File: config.mk
export PLATFORM = sky130hd
export DESIGN_NAME = fp_add_prestage
export DESIGN_NICKNAME = d
export VERILOG_FILES = /design/src/rtl/fp_add_prestage_pkg.sv /design/src/rtl/fp_add_prestage_unpack.sv /design/src/rtl/fp_add_prestage.sv
export SDC_FILE = /design/constraint.sdc
export NUM_CORES = 1
export LEC_CHECK = 0
export CAP_MARGIN = 20
export CORE_ASPECT_RATIO = 0.8
export CORE_MARGIN = 2
export CORE_UTILIZATION = 48
export CTS_BUF_LIST = sky130_fd_sc_hd__clkbuf_16
export DETAILED_ROUTE_END_ITERATION = 12
export HOLD_SLACK_MARGIN = 0.15
export PLACE_DENSITY = 0.77
export SLEW_MARGIN = 10
export SYNTH_ARGS = -nofsm -noshare
export SYNTH_HDL_FRONTEND = slang
export SYNTH_SLANG_ARGS = --single-unit
File: constraint.sdc
create_clock -name clk -period 4.98 [get_ports clk]
set_clock_uncertainty 0.05 [all_clocks]
set_input_delay 1.245 -clock clk [delete_from_list [all_inputs] [get_ports clk]]
set_output_delay 1.245 -clock clk [all_outputs]
set_load 0.01 [all_outputs]
File: src/rtl/fp_add_prestage_pkg.sv
// fp_add_prestage_pkg: shared widths, special_o encodings and shift saturation for the FP add pre-stage
package fp_add_prestage_pkg;
  localparam int DEF_SIZE_MANTISSA = 24;
  localparam int DEF_SIZE_EXPONENT = 8;
  localparam int DEF_SIZE_DATA = DEF_SIZE_MANTISSA + DEF_SIZE_EXPONENT;
  localparam int SHIFT_SAT_EXTRA = 2;
  typedef enum logic [1:0] {
    SP_NORMAL = 2'b00,
    SP_ZERO = 2'b01,
    SP_INF = 2'b10,
    SP_NAN = 2'b11
  } special_e;
  function automatic int shift_sat(input int size_mantissa);
    return size_mantissa + SHIFT_SAT_EXTRA;
  endfunction
endpackage

File: src/rtl/fp_add_prestage_unpack.sv
// fp_unpack: splits a packed operand, flushes denormals to zero and (with FP_ADD_PRESTAGE_SPECIAL_EN) classifies it
module fp_unpack
  import fp_add_prestage_pkg::*;
#(
  parameter int size_mantissa = DEF_SIZE_MANTISSA,
  parameter int size_exponent = DEF_SIZE_EXPONENT,
  parameter int size_data = DEF_SIZE_DATA
) (
  input  logic [size_data-1:0]     number,
  output logic                     sign,
  output logic [size_exponent-1:0] expo,
  output logic [size_mantissa-1:0] mant
`ifdef FP_ADD_PRESTAGE_SPECIAL_EN
  ,
  output special_e                 cls
`endif
);
  logic [size_mantissa-2:0] frac;
  logic denorm;
  assign sign = number[size_data-1];
  assign expo = number[size_data-2 -: size_exponent];
  assign frac = number[size_mantissa-2:0];
  assign denorm = expo == '0;
  assign mant = denorm ? '0 : {1'b1, frac};
`ifdef FP_ADD_PRESTAGE_SPECIAL_EN
  assign cls = &expo ? ((frac != '0) ? SP_NAN : SP_INF) : denorm ? SP_ZERO : SP_NORMAL;
`endif
endmodule

File: src/rtl/fp_add_prestage.sv
// fp_add_prestage: two-stage FP add/sub pre-stage (unpack+swap, then gap/path/sign); FP_ADD_PRESTAGE_SPECIAL_EN enables special_o
module fp_add_prestage
  import fp_add_prestage_pkg::*;
#(
  parameter int size_mantissa = DEF_SIZE_MANTISSA,
  parameter int size_exponent = DEF_SIZE_EXPONENT,
  parameter int size_data = DEF_SIZE_DATA
) (
  input  logic                     clk,
  input  logic                     rst,
  input  logic [size_data-1:0]     a_number,
  input  logic [size_data-1:0]     b_number,
  input  logic                     sub,
  input  logic                     in_valid,
  output logic                     in_ready,
  output logic                     out_valid,
  input  logic                     out_ready,
  output logic [size_mantissa-1:0] m_a_number,
  output logic [size_mantissa-1:0] m_b_number,
  output logic [size_exponent:0]   exp_inter,
  output logic                     exp_difference,
  output logic [size_exponent-1:0] shift_amount,
  output logic                     close_path,
  output logic                     eff_sub,
  output logic                     sign_o,
  output logic [1:0]               special_o
);
  localparam logic [size_exponent-1:0] SAT = size_exponent'(shift_sat(size_mantissa));
  logic ua_sign, ub_sign, ub_eff, swap;
  logic [size_exponent-1:0] ua_exp, ub_exp;
  logic [size_mantissa-1:0] ua_mant, ub_mant;
  logic s1_valid, s2_valid, s2_load;
  logic s1_sign_a, s1_sign_b;
  logic [size_exponent-1:0] s1_exp_a, s1_exp_b, gap;
  logic [size_mantissa-1:0] s1_mant_a, s1_mant_b;
  logic eff_nxt, tie;
`ifdef FP_ADD_PRESTAGE_SPECIAL_EN
  special_e cls_a, cls_b, s1_cls_a, s1_cls_b, sp_nxt;
`endif

  fp_unpack #(.size_mantissa(size_mantissa), .size_exponent(size_exponent), .size_data(size_data)) u_unpack_a (
    .number(a_number), .sign(ua_sign), .expo(ua_exp), .mant(ua_mant)
`ifdef FP_ADD_PRESTAGE_SPECIAL_EN
    , .cls(cls_a)
`endif
  );
  fp_unpack #(.size_mantissa(size_mantissa), .size_exponent(size_exponent), .size_data(size_data)) u_unpack_b (
    .number(b_number), .sign(ub_sign), .expo(ub_exp), .mant(ub_mant)
`ifdef FP_ADD_PRESTAGE_SPECIAL_EN
    , .cls(cls_b)
`endif
  );

  // A stage loads when empty or when its contents move on this cycle
  assign s2_load = !s2_valid || out_ready;
  assign in_ready = !s1_valid || s2_load;
  assign out_valid = s2_valid;
  assign ub_eff = ub_sign ^ sub;
  // Flushed mantissas carry the fraction, so {exp, frac} is the magnitude key; ties keep operand order
  assign swap = {ub_exp, ub_mant[size_mantissa-2:0]} > {ua_exp, ua_mant[size_mantissa-2:0]};
  assign gap = s1_exp_a - s1_exp_b;
  assign eff_nxt = s1_sign_a ^ s1_sign_b;
  assign tie = (s1_exp_a == s1_exp_b) && (s1_mant_a == s1_mant_b);
`ifdef FP_ADD_PRESTAGE_SPECIAL_EN
  assign sp_nxt = (s1_cls_a == SP_NAN || s1_cls_b == SP_NAN || (s1_cls_a == SP_INF && s1_cls_b == SP_INF && eff_nxt)) ? SP_NAN :
                  (s1_cls_a == SP_INF || s1_cls_b == SP_INF) ? SP_INF :
                  (s1_cls_a == SP_ZERO && s1_cls_b == SP_ZERO) ? SP_ZERO : SP_NORMAL;
`else
  assign special_o = SP_NORMAL;
`endif

  // Stage 1: capture unpacked operands ordered larger-magnitude first, effective signs travel with them
  always_ff @(posedge clk or posedge rst) begin
    if (rst) begin
      s1_valid <= 1'b0;
      s1_sign_a <= 1'b0;
      s1_sign_b <= 1'b0;
      s1_exp_a <= '0;
      s1_exp_b <= '0;
      s1_mant_a <= '0;
      s1_mant_b <= '0;
`ifdef FP_ADD_PRESTAGE_SPECIAL_EN
      s1_cls_a <= SP_NORMAL;
      s1_cls_b <= SP_NORMAL;
`endif
    end else begin
      if (in_ready) s1_valid <= in_valid;
      if (in_ready && in_valid) begin
        s1_sign_a <= swap ? ub_eff : ua_sign;
        s1_sign_b <= swap ? ua_sign : ub_eff;
        s1_exp_a <= swap ? ub_exp : ua_exp;
        s1_exp_b <= swap ? ua_exp : ub_exp;
        s1_mant_a <= swap ? ub_mant : ua_mant;
        s1_mant_b <= swap ? ua_mant : ub_mant;
`ifdef FP_ADD_PRESTAGE_SPECIAL_EN
        s1_cls_a <= swap ? cls_b : cls_a;
        s1_cls_b <= swap ? cls_a : cls_b;
`endif
      end
    end
  end

  // Stage 2: exponent gap, path select and result sign, held while downstream stalls
  always_ff @(posedge clk or posedge rst) begin
    if (rst) begin
      s2_valid <= 1'b0;
      m_a_number <= '0;
      m_b_number <= '0;
      exp_inter <= '0;
      exp_difference <= 1'b0;
      shift_amount <= '0;
      close_path <= 1'b0;
      eff_sub <= 1'b0;
      sign_o <= 1'b0;
`ifdef FP_ADD_PRESTAGE_SPECIAL_EN
      special_o <= SP_NORMAL;
`endif
    end else begin
      if (s2_load) s2_valid <= s1_valid;
      if (s2_load && s1_valid) begin
        m_a_number <= s1_mant_a;
        m_b_number <= s1_mant_b;
        exp_inter <= {1'b0, s1_exp_a};
        exp_difference <= gap == size_exponent'(1);
        shift_amount <= (gap > SAT) ? SAT : gap;
        close_path <= eff_nxt && (gap < size_exponent'(2));
        eff_sub <= eff_nxt;
        sign_o <= (tie && eff_nxt) ? 1'b0 : s1_sign_a;
`ifdef FP_ADD_PRESTAGE_SPECIAL_EN
        special_o <= sp_nxt;
`endif
      end
    end
  end
endmodule

==> impl_metrics.py, run 1 <==
metrics = {
    "grt": {
        "grt_usage": 0.246,
        "overflow": 0,
        "antenna_found_initial": 0,
        "grt_max_degree": 105,
        "grt_first_pass_wirelength_um": 31800,
        "grt_pass1_vias": 6005,
    },
    "floorplan": {
        "dieHeight_um": 116,
        "ios": 142,
        "dieArea_um2": 16800,
        "die_x_um": 144,
        "initial_core_util": 0.486,
        "fp.coreArea_um2": 15600,
        "num_rows": 41,
    },
    "sta": {
        "finalMaxSlewViolations": 0,
        "setup_viol": 0,
        "tns_ns": 0,
        "grt_setup_unrepaired": "false",
        "relSlewSlack": 0.329,
        "timing.final.crit_share": 0.895,
        "tightest_slew_ns": 1.01,
        "holdWs_ns": 0.427,
        "clock.fmax_mhz": 224,
        "layout_setup_ws_ns": 0.525,
        "hold_violations": 0,
        "min_period_ns": 4.45,
    },
    "critical_path": {
        "cp.arrival_ns": 4.71,
        "crit_path_end_kind": "flip-flop",
        "path_max_fanout": 47,
        "path_class": "in -> reg",
        "required_ns": 5.23,
        "worst_setup_path_start_kind": "input pin",
    },
    "clock_network": {
        "clock_latency_ns": 0.43,
        "cts_setup_buffers": 0,
        "hold_buffers": 0,
        "cts.sinks": 136,
        "htree_levels": 4,
        "cts-resized-gates": 0,
        "cts_buffer_depth": 2,
        "numCtsBuffers": 17,
        "cts_tree": "done",
        "clkTransAtPathRegs_ns": 0.06,
        "root_buffer": "clkbuf_16",
    },
    "final_layout": {
        "area_growth_pct": 29.2,
        "drive_above_1_share": 0.124,
        "utilization": 0.628,
        "diodes": 0,
        "nets": 950,
    },
    "power_and_ir_drop": {
        "cellPowerDensity_nw_per_um2": 430,
        "power_frac_clock": 0.335,
        "p_switching_uw": 1230,
        "peakVddDrop_v": 0.000284,
        "sw_frac_of_total": 0.293,
        "seqPwrFrac": 0.368,
        "leakage_uw": 0.00457,
        "comb_power_share": 0.297,
        "intPower_uw": 2970,
    },
    "routing": {
        "first_pass_iters": 5,
        "ant_nets": 0,
        "drt_wl_total_um": 19800,
        "vias": 6279,
        "wire_per_inst_um": 18.6,
        "vias_per_cell": 5.87,
        "drtIter0Drc": 416,
        "drc_errors": 0,
    },
    "logic_synthesis": {
        "synth-seq-cells": 136,
        "ys_types": 48,
        "syn_inst": 723,
        "synth_ff_type": "dfrtp_1",
        "synth.avg_cell_area_um2": 10.5,
        "synth-seq-area-share": 0.449,
        "netlist_area_um2": 7580,
        "synth_async_sr_flop_share": 1.00,
        "yosys_warnings": 0,
        "synth-edff-count": 0,
    },
    "job": {
        "drv_cap": 0,
    },
    "placement": {
        "portBuffers": 138,
        "pre_cts_ws_ns": 0.123,
        "gp_congestion": 0.887,
        "dp_hpwl_um": 14100,
    },
    "hold_path": {
        "hp-class": "reg -> reg",
    },
    "status": {
        "status": "finished clean",
    },
}
==> registers in the layout, indices dropped and copies added (netlist names), 8 cells and up <==
register,count
m_a_number,24
m_b_number,24
s1_mant_a,24
s1_mant_b,24
exp_inter,8
s1_exp_a,8
s1_exp_b,8
shift_amount,8
==> cells in the mapped netlist (9+ instances only) <==
| master | n | area [µm²] |
|---|---|---|
| o221ai_1 | 9 | 78.8 |
| buf_2 | 12 | 60.1 |
| xor2_1 | 25 | 219 |
| nand2_1 | 82 | 308 |
| a21oi_1 | 13 | 65.1 |
| inv_1 | 20 | 75.1 |
| o21ai_0 | 11 | 55.1 |
| dfrtp_1 | 136 | 3400 |
| ha_1 | 38 | 475 |
| nand4_1 | 18 | 113 |
| clkbuf_1 | 36 | 135 |
| mux2_2 | 49 | 552 |
| nor4_1 | 10 | 62.6 |
| o211ai_1 | 21 | 158 |
| a221o_1 | 49 | 490 |
| and2_1 | 29 | 181 |
| and3_1 | 92 | 576 |
==> area by class of cell <==
type                            instances  area (µm²)
Fill cell                            1267        5810
Multi-Input combinational cell        513        3840
Sequential cell                       136        3400
Timing Repair Buffer                  154        1540
Clock buffer                           17         425
Tap cell                              215         269
Clock inverter                         14         229
Inverter                               20        80.1
==> power by group through the flow <==
| stage | clock network, µW | registers (µW) | logic (µW) |
|---|---|---|---|
| floorplan | 0 | 1590 | 643 |
| global placement | 0 | 1560 | 1220 |
| detailed placement | 0 | 1570 | 1240 |
| CTS | 1420 | 1550 | 1260 |
| global route | 1460 | 1580 | 1370 |
| finish | 1410 | 1550 | 1250 |
==> metal layers <==
metal | GRT usage | wire length [µm]
met2 | 0.374 | 8940
met1 | 0.350 | 9260
met4 | 0.0796 | 416
met3 | 0.0599 | 1220
met5 | 0 | 0
==> path summary, 6_finish.rpt <==
| kind | startpoint | endpoint | slack, ns | depth (start not counted) |
|---|---|---|---|---|
| min in group asynchronous | rst | s1_mant_b[7] | 1.36 | 2 |
| worst min register to register | exp_inter[4] | exp_inter[4] | 0.43 | 2 |
| max in group asynchronous | rst | s1_mant_b[16] | 2.71 | 3 |
| worst min-delay path | exp_inter[4] | exp_inter[4] | 0.43 | 2 |
| worst max-delay path | b_number[24] | s1_mant_a[8] | 0.53 | 14 |
| worst max register to register | s1_exp_a[0] | close_path | 2.15 | 10 |
==> cell usage in the layout (no fill, tap or decap), types with 7 or more instances in the layout <==
master,instances
nor2_1,7
and2_1,28
buf_4,13
ha_1,38
clkbuf_16,17
dfrtp_1,136
mux2_2,49
inv_1,19
and3_1,92
nor4_1,10
nand2_1,79
a21oi_1,13
a221o_1,49
o211ai_1,21
nand4_1,18
o21ai_0,11
xor2_1,25
clkdlybuf4s50_1,138
o221ai_1,9
a21o_1,7
==> stage by stage <==
step           instance area, µm²  total power, µW  std cells
5_1_grt                      9790             4410       1069
4_1_cts                      9770             4220       1068
6_report                     9790             4210       1069
3_3_place_gp                 9110             2780       1037
3_5_place_dp                 9110             2810       1037
2_1_floorplan                7590             2230        725
==> logic make-up (layout without fill, tap and decap cells) <==
| logic type | Yosys count | in the layout | synth area share |
|---|---|---|---|
| buffers and inverters | 76 | 205 | 0.0461 |
| AOI/OAI and AO/OA | 129 | 129 | 0.140 |
| other | 1 | 3 | 0.000495 |
| muxes | 50 | 50 | 0.0741 |
| xor gates and xnor gates | 31 | 31 | 0.0358 |
| and+or+nand+nor | 261 | 261 | 0.189 |
| DFF | 136 | 136 | 0.449 |
| adders and majority gates | 39 | 39 | 0.0654 |
==> worst max-delay path, stage by stage <==
cell             delay, ns
clkdlybuf4s50_1       0.50
nor4_1                0.33
nand2_1               0.15
buf_12                0.19
and2_1                0.18
ha_1                  0.30
a21oi_1               0.16
o21ai_0               0.17
a221oi_2              0.34
a22o_1                0.22
buf_4                 0.22
nand2_2               0.07
buf_4                 0.23
a221o_1               0.35
Note: power is estimated with default switching activity, not from simulation.
==> run 2, diff against run 1 <==
CAP_MARGIN = 25   (was 20)
SETUP_SLACK_MARGIN = 0.1   (was not set)
SYNTH_HIERARCHICAL = 1   (was not set)
==> run 2 against run 1 <==
Area after synthesis up 5.4%. Clock power shrank 6%. Routed wire length grew 12%. Via count grew 7.9%. Final area is 2.6% higher. Setup slack worse by 0.064 ns. Non-clock buffer count grew 4. Sequential share of layout area decreased by 0.88 points. Power up 0.66%. Utilization shrank 1.5 points. Final cell count rose by 5.7%. Critical path type unchanged. Highest routed layer unchanged.
==> impl_metrics.py, run 2 <==
metrics = {
    "placement": {
        "dp_hpwl_um": 15200,
        "gp_congestion": 0.900,
        "portBuffers": 138,
    },
    "floorplan": {
        "die_x_um": 148,
        "initial_core_util": 0.487,
        "dieArea_um2": 17700,
        "num_rows": 42,
        "ios": 142,
        "dieHeight_um": 119,
        "fp.coreArea_um2": 16400,
    },
    "clock_network": {
        "clkTransAtPathRegs_ns": 0.06,
        "cts_buffer_depth": 2,
        "cts_setup_buffers": 0,
        "htree_levels": 4,
        "cts.sinks": 136,
        "root_buffer": "clkbuf_16",
        "clock_latency_ns": 0.43,
        "cts-resized-gates": 0,
        "hold_buffers": 0,
        "cts_tree": "done",
        "numCtsBuffers": 17,
    },
    "logic_synthesis": {
        "synth_ff_type": "dfrtp_1",
        "netlist.area_leader.share": 0.426,
        "synth.avg_cell_area_um2": 10.1,
        "synth-seq-area-share": 0.426,
        "syn_inst": 793,
        "synth-edff-count": 0,
        "yosys.area.top_type": "dfrtp_1",
        "ys_types": 55,
        "synth_async_sr_flop_share": 1.00,
        "netlist_area_um2": 7990,
        "synth-seq-cells": 136,
        "synth.area.top_cells": "dfrtp_1, a221o_1, ha_1",
        "yosys_warnings": 6,
        "synthMostInstantiatedCell": "dfrtp_1",
        "ys_top_cells_by_count": "dfrtp_1, nand2_1, a221o_1, mux2_2, inv_1",
    },
    "hold_path": {
        "min_from": "m_b_number[3]",
        "hp-class": "reg -> reg",
    },
    "routing": {
        "vias_per_cell": 6.00,
        "first_pass_iters": 5,
        "ant_nets": 0,
        "wire_per_inst_um": 19.6,
        "drtIter0Drc": 615,
        "drc_errors": 0,
        "drt_wl_total_um": 22200,
        "vias": 6777,
    },
    "power_and_ir_drop": {
        "leakage_uw": 0.00440,
        "peakVddDrop_v": 0.000271,
        "cellPowerDensity_nw_per_um2": 422,
        "power_uw": 4240,
    },
    "grt": {
        "grt_max_degree": 137,
        "grt_usage": 0.258,
        "antenna_found_initial": 0,
        "grt_pass1_vias": 6780,
        "overflow": 0,
        "grt_first_pass_wirelength_um": 35400,
    },
    "sta": {
        "tns_ns": 0,
        "timing.final.crit_share": 0.907,
        "hold_violations": 0,
        "grt_setup_unrepaired": "false",
        "clock.fmax_mhz": 221,
        "finalMaxSlewViolations": 0,
        "min_period_ns": 4.52,
        "setup_viol": 0,
        "relSlewSlack": 0.371,
        "tightest_slew_ns": 0.944,
    },
    "critical_path": {
        "cp.arrival_ns": 4.73,
        "required_ns": 5.19,
        "crit_path_end_kind": "flip-flop",
        "worst_setup_path_start_kind": "input pin",
        "timing.rr.start": "s1_exp_a[0]",
        "startpoint": "b_number[30]",
        "path_max_fanout": 33,
        "path_class": "in -> reg",
    },
    "status": {
        "status": "finished clean",
    },
    "final_layout": {
        "final_common_cell": "clkdlybuf4s50_1",
        "drive_above_1_share": 0.121,
        "layout_common_cells": "clkdlybuf4s50_1, dfrtp_1, nand2_1",
        "nFillCells": 1377,
        "area_growth_pct": 25.7,
        "diodes": 0,
        "nets": 1006,
    },
    "job": {
        "drv_cap": 0,
    },
}
## run 2: cell count changes after synthesis, moves of 12 or more
| cell | change |
|---|---|
| nor3_1 | +15 |
| buf_4 | +25 |
| a21oi_1 | +26 |
| o211ai_1 | -21 |
| o21ai_0 | +18 |
| and3_1 | -79 |
| nor2_1 | +23 |
| and2_1 | -25 |
| inv_1 | +21 |
| nand3_1 | +12 |
| clkbuf_1 | -12 |
| a21boi_0 | +36 |
## run 2: layout make-up
cell class	instances	area, µm²	share of cell area
inverters	41	158	0.0157
multi-input cells	543	3970	0.395
flip-flops and latches	136	3400	0.339
repair buffers	158	1620	0.161
well taps	220	275	0.0274
clock buffers	17	425	0.0424
clock inverters	15	193	0.0192
## run 2: per-layer routing
layer	routed length, µm	GRT usage	vias to the layer above
met5	0	0	-
met4	737	0.111	0
met3	2070	0.0644	52
met2	9940	0.390	375
met1	9440	0.354	3284
li1	-	-	3066
## run 2: stage by stage
| step | area [µm²] | setup WS (ns) | utilization | hold WS (ns) | cells |
|---|---|---|---|---|---|
| final | 10000 | 0.461 | 0.613 | 0.423 | 1130 |
| after global routing | 10000 | 0.324 | 0.613 | 0.455 | 1130 |
| after CTS | 10000 | 0.539 | 0.613 | 0.428 | 1130 |
| after detailed placement | 9430 | 0.112 | 0.575 | 0.413 | 1098 |
| after global placement | 9430 | 0.149 | 0.575 | 0.407 | 1098 |
| after floorplan | 8000 | 1.06 | - | 0.418 | 795 |
## run 2: cell families (layout without fill, tap and decap cells)
| kind of cell | after synthesis | after routing | synth area share |
|---|---|---|---|
| compound gates | 201 | 201 | 0.190 |
| xor+xnor | 33 | 33 | 0.0362 |
| fa+ha+maj | 40 | 40 | 0.0636 |
| buf+inv | 116 | 231 | 0.0786 |
| flops | 136 | 136 | 0.426 |
| mux | 43 | 43 | 0.0606 |
| other cells | 1 | 3 | 0.000469 |
| simple gates | 223 | 223 | 0.145 |
## run 2: report_power, final
| part | internal (µW) | switching [µW] |
|---|---|---|
| logic | 697 | 655 |
| clock network | 799 | 527 |
| registers | 1360 | 195 |
| total | 2860 | 1380 |
## run 2: path summary, 6_finish.rpt
check                      slack [ns]  depth (start not counted)         endpoint
max in group asynchronous        2.97                          3    s1_mant_a[14]
min in group asynchronous        1.32                          3     exp_inter[4]
min reg2reg                      0.42                          2    m_b_number[3]
min                              0.42                          2    m_b_number[3]
max reg2reg                      2.02                         10  shift_amount[1]
max                              0.46                         11      s1_exp_a[0]
## run 2: worst max-delay path: stages
cell and delay, ns:
clkdlybuf4s50_1 0.53, nor4_4 0.38, buf_12 0.21, a21boi_0 0.18, ha_1 0.35, nand4_1 0.18
nor4_2 0.32, buf_4 0.19, a32oi_2 0.09, nor2_4 0.76, o221ai_1 0.24
==> run 3, diff against run 2 <==
HOLD_SLACK_MARGIN = not set   (was 0.15)
SLEW_MARGIN = 20   (was 10)
==> results of run 3 <==
No change in the layout: final DEF, timing and power equal those of run 2.
